<file path="config.mk">
export PLATFORM = sky130hd
export DESIGN_NAME = pe_inject_arbiter
export DESIGN_NICKNAME = d
export VERILOG_FILES = /design/src/rtl/pe_inject_arbiter.sv
export SDC_FILE = /design/constraint.sdc
export NUM_CORES = 1
export LEC_CHECK = 0
export CAP_MARGIN = 10
export CELL_PAD_IN_SITES_DETAIL_PLACEMENT = 1
export CELL_PAD_IN_SITES_GLOBAL_PLACEMENT = 1
export CORE_UTILIZATION = 24
export CTS_CLUSTER_DIAMETER = 60
export DETAILED_ROUTE_END_ITERATION = 6
export GPL_TIMING_DRIVEN = 0
export PLACE_DENSITY_LB_ADDON = 0.1
export SLEW_MARGIN = 20
export SYNTH_ARGS = -nofsm -noshare
export SYNTH_HDL_FRONTEND = slang
export SYNTH_SLANG_ARGS = --single-unit
</file>
<file path="constraint.sdc">
create_clock -name clk -period 4 [get_ports clk]
set_input_delay 0.8 -clock clk [delete_from_list [all_inputs] [get_ports clk]]
set_output_delay 0.8 -clock clk [all_outputs]
set_load 0.005 [all_outputs]
</file>
<file path="src/rtl/pe_inject_arbiter.sv">
// pe_inject_arbiter: round-robin share of one ring node's PE injection port among local requesters
module pe_inject_arbiter #(
    parameter int NUM_REQ = 4,
    parameter int DW      = 64,
    parameter int TIMEOUT = 200,
    parameter int TO_W    = 8
) (
    input  logic                  clk,
    input  logic                  reset,
    input  logic [NUM_REQ-1:0]    req_en,
    input  logic [NUM_REQ-1:0]    req_valid,
    input  logic [NUM_REQ*DW-1:0] req_data,
    output logic [NUM_REQ-1:0]    req_ready,
    output logic                  pesi,
    output logic [DW-1:0]         pedi,
    input  logic                  peri,
    output logic [2:0]            grant_id,
    output logic [15:0]           inj_count,
    output logic                  stall_err
);
    typedef enum logic {EMPTY, FULL} state_t;
    state_t                 state, state_next;
    logic [2:0]             ptr, sel;
    logic [3:0]             sum;
    logic [NUM_REQ-1:0]     elig, onehot;
    logic [2*NUM_REQ-1:0]   rot;
    logic                   found, load_ok, load, accept;
    logic [DW-1:0]          sel_data;
    logic [TO_W-1:0]        stall_cnt, stall_next;
    // rotate the eligible set by ptr and take the first set bit; data is an AND-OR mux on the one-hot grant
    always_comb begin
        elig = req_valid & req_en;
        rot = {elig, elig} >> ptr;
        found = 1'b0;
        sel = 3'd0;
        sum = 4'd0;
        onehot = '0;
        sel_data = '0;
        for (int k = 0; k < NUM_REQ; k++) begin
            if (!found && rot[k]) begin
                found = 1'b1;
                sum = 4'(ptr) + 4'(k);
                sel = 3'(sum >= 4'(NUM_REQ) ? sum - 4'(NUM_REQ) : sum);
            end
        end
        for (int i = 0; i < NUM_REQ; i++) begin
            onehot[i] = found && (sel == 3'(i));
            sel_data = sel_data | (req_data[i*DW +: DW] & {DW{onehot[i]}});
        end
    end
    // load/accept decisions, next state and the combinational grant
    always_comb begin
        load_ok = (state == EMPTY) || (state == FULL && peri);
        load = load_ok && found;
        accept = (state == FULL) && peri;
        state_next = load ? FULL : accept ? EMPTY : state;
        req_ready = load_ok ? onehot : '0;
        stall_next = accept ? '0 : (state == FULL && stall_cnt != TO_W'(TIMEOUT)) ? stall_cnt + 1'b1 : stall_cnt;
    end
    assign pesi = (state == FULL);
    // state register
    always_ff @(posedge clk) begin
        if (reset) state <= EMPTY;
        else state <= state_next;
    end
    // output register, round-robin pointer, accept counter and stall watchdog
    always_ff @(posedge clk) begin
        if (reset) begin
            pedi <= '0;
            grant_id <= 3'd0;
            ptr <= 3'd0;
            inj_count <= 16'd0;
            stall_cnt <= '0;
            stall_err <= 1'b0;
        end else begin
            if (load) begin
                pedi <= sel_data;
                grant_id <= sel;
                ptr <= (sel == 3'(NUM_REQ-1)) ? 3'd0 : sel + 3'd1;
            end
            if (accept) inj_count <= inj_count + 16'd1;
            stall_cnt <= stall_next;
            if (stall_next == TO_W'(TIMEOUT)) stall_err <= 1'b1;
        end
    end
endmodule

</file>
==> flow_metrics.py <==
metrics = {
    "global_route": {
        "grt_pass1_vias": 6730,
        "antenna_found_initial": 1,
        "grt_max_degree": 19,
        "grt_pass1_wl_um": 39400,
        "grt_usage_pct": 23.9,
        "grt_overflow": 0,
    },
    "cts": {
        "cts_made_buffers": 9,
        "clk_latency_ns": 0.35,
        "clkTransAtPathRegs_ns": 0.06,
        "cts_tree": "built",
        "cts.path.max_buffers": 2,
        "clock-root-buffer": "clkbuf_16",
        "h-tree-depth": 3,
        "cts.sinks": 96,
    },
    "floorplanning": {
        "dieArea_um2": 21700,
        "core_um2": 20500,
        "die_x_um": 147,
        "top_level_ports": 356,
        "start_util_pct": 24.7,
        "die_y_um": 147,
        "core.rowCount": 52,
    },
    "route": {
        "viasPerCell": 5.08,
        "num_vias": 6296,
        "firstDrtPassIters": 4,
        "routed_wl_um": 26200,
        "wire_per_inst_um": 21.2,
        "postRouteAntennaNets": 0,
        "first_iter_violations": 229,
        "drc_errors": 0,
    },
    "placed_design": {
        "port_buffers": 354,
        "place_area_um2": 8950,
        "routabilityCongestion": 0.791,
        "hpwl_um": 20600,
    },
    "power": {
        "power_frac_comb_pct": 60.9,
        "clock_power_share_pct": 15.7,
        "p_sw_share_pct": 40.6,
        "p_total_w": 0.00606,
        "p_leak_nw": 3.36,
        "power.net_switching_w": 0.00246,
        "power_frac_seq_pct": 23.3,
        "power.internal_w": 0.00360,
        "ir_worst_vdd_mv": 0.295,
        "power_density_nw_per_um2": 629,
    },
    "logic_synthesis": {
        "synth_area_um2": 5070,
        "synth_top_family_by_area": "compound AO/OA/AOI/OAI gates",
        "syn_nets": 865,
        "synth_warnings": 0,
        "synth_top_flop_cell": "dfxtp_1",
        "synth_xor_area_share_pct": 2.59,
        "muxShareOfSynthArea_pct": 0.395,
        "synth_cell_type_count": 56,
        "synth_compound_area_share_pct": 35.6,
        "synth_edf_count": 0,
        "synthSimpleGateAreaFrac_pct": 16.1,
        "synthAdderAreaFrac_pct": 1.98,
        "yosysSeqAreaShare_pct": 37.9,
        "avgSynthCellArea_um2": 8.59,
        "netlist_instances": 590,
        "async_reset_ff_share_pct": 0,
        "synth_seq_cells": 96,
    },
    "final_layout": {
        "n_fill_cell": 2367,
        "final_common_cell": "clkdlybuf4s50_1",
        "final_layout_size_suffix_gt1_share_pct": 7.64,
        "layout.nets": 1238,
        "fin_area_um2": 9640,
        "area_delta_synth_final_pct": 90.1,
        "layout_common_cells": "344 x clkdlybuf4s50_1, 130 x a22oi_1, 95 x dfxtp_1",
    },
    "setup_path": {
        "cp_slowest_stage_delay_ns": 0.51,
        "worstPathMaxFanout": 10,
        "rr_endpoint": "pedi[19]$_SDFFE_PP0P_",
        "worstSetupStartpointType": "input pin",
        "worstSetupEndpointType": "primary output",
        "startpoint": "req_en[1]",
        "worstPathCellList": "clkdlybuf4s15_1, nand2_4, or4_4, a31oi_4, o22ai_4, buf_6, ha_4, clkbuf_8, and2_1, clkdlybuf4s50_1",
        "rrSetupSlack_ns": 0.56,
        "r2r_start": "ptr[0]$_SDFFE_PP0P_",
        "crit_slowest_cell": "or4_4",
        "cp_data_required_time_ns": 3.20,
        "cp.arrival_ns": 3.09,
        "path_class": "input pin to primary output",
        "r2r_cells": 13,
        "endpoint": "req_ready[2]",
    },
    "sta": {
        "tightest_slew_ns": 0.705,
        "skew_ns": 0.00709,
        "hold_viol_final": 0,
        "maxSlewHeadroom_pct": 53.0,
        "min_period_ns": 3.89,
        "setup_violations": 0,
        "drv_slew": 0,
        "period_share_pct": 97.2,
        "fmax_mhz": 257,
    },
    "flow_run": {
        "cap_violations": 0,
    },
    "min_path": {
        "hp-class": "flop to flop",
    },
    "run_status": {
        "run_status": "complete, no violations",
    },
}
==> per-layer routing <==
layer  vias up  wire length (um)  GRT usage, %
met5         -                 0             0
met4         0               576          6.91
met3        34              1770          7.30
met2       210             13400          43.0
met1      2989             10500          27.0
li1       3063                 -             -
==> synthesized netlist by cell type (3+ instances only) <==
cell type	number	area, um^2
a22oi_1	130	976
dfxtp_1	96	1920
nor2_1	90	338
a311oi_1	64	561
clkbuf_1	48	180
nand2_1	16	60.1
o21ai_0	11	55.1
a21oi_1	9	45.0
inv_1	9	33.8
xnor2_1	9	78.8
and2_1	8	50.1
ha_1	8	100
buf_2	6	30.0
nand3_1	6	30.0
nand4_1	6	37.5
or3_1	6	37.5
xor2_1	6	52.6
nor3_1	5	25.0
nor3b_1	4	30.0
and3_1	3	18.8
or3b_2	3	26.3
==> sequential cells by signal, summed over array words and instances (netlist names) <==
register and cells:
stall_cnt 8, stall_err 1, ptr 3, grant_id 3, pesi 1, inj_count 16, pedi 64
==> critical path: cells and delay by family <==
family / cells / cell delay [ns]
buffers and inverters: 4 / 1.04
adders and majority gates: 1 / 0.16
AOI/OAI and AO/OA: 2 / 0.31
and+or+nand+nor: 3 / 0.76
==> power by group through the flow <==
stage	registers [W]	logic [W]	clock network, W
global route	0.00145	0.00401	0.00102
finish	0.00141	0.00369	0.000955
global placement	0.00142	0.00333	0
CTS	0.00141	0.00366	0.000987
detailed placement	0.00143	0.00335	0
floorplan	0.00144	0.00170	0
==> cell families (layout without fill, tap and decap cells) <==
| family | Yosys count | in the layout |
|---|---|---|
| fa+ha+maj | 8 | 8 |
| buf+inv | 67 | 445 |
| compound gates | 235 | 235 |
| xor+xnor | 15 | 15 |
| other cells | 0 | 1 |
| simple gates | 167 | 167 |
| mux | 2 | 2 |
| flops | 96 | 96 |
==> worst min-delay path by stage <==
| stage | start | to | cells after the start |
|---|---|---|---|
| 2_1_floorplan | grant_id[0]$_SDFFE_PP0P_ | grant_id[0]$_SDFFE_PP0P_ | 2 |
| 3_3_place_gp | grant_id[0]$_SDFFE_PP0P_ | grant_id[0]$_SDFFE_PP0P_ | 2 |
| 3_5_place_dp | grant_id[0]$_SDFFE_PP0P_ | grant_id[0]$_SDFFE_PP0P_ | 2 |
| 4_1_cts | grant_id[0]$_SDFFE_PP0P_ | grant_id[0]$_SDFFE_PP0P_ | 2 |
| 5_1_grt | grant_id[0]$_SDFFE_PP0P_ | grant_id[0]$_SDFFE_PP0P_ | 2 |
| 6_report | grant_id[0]$_SDFFE_PP0P_ | grant_id[0]$_SDFFE_PP0P_ | 2 |
==> per-stage QoR <==
step                      worst slack, ns  instances   TNS [ns]  util (%)  hold slack, ns
after floorplan                     0.460        590          0         -           0.463
after detailed placement            -1.49       1214     -33.27      43.7           0.468
after global placement              -1.41       1214     -27.69      43.7           0.457
final                               0.111       1239          0      47.0           0.480
after global routing            -0.000233       1239  -0.000233      47.0           0.507
after CTS                         -0.0796       1236     -0.155      46.5           0.476
==> layout make-up <==
cell class / instances / area (um^2) / share of cell area (%)
buffer: 55 / 329 / 3.42
multi-input combinational: 427 / 3060 / 31.7
clock inverter: 5 / 80.1 / 0.831
clock buffer: 11 / 243 / 2.52
antenna: 1 / 2.50 / 0.0260
inverter: 9 / 33.8 / 0.351
timing repair buffer: 365 / 3630 / 37.7
tap: 270 / 338 / 3.51
sequential: 96 / 1920 / 20.0
==> timing repair <==
item / CTS / global route
buffers inserted: 9 / 2
gates cloned: 0 / 0
pin swaps: 8 / 5
hold buffers: 0 / 0
gates resized for setup: 57 / 18
setup endpoints to repair: 53 / 4
(Power assumes the default switching activity.)
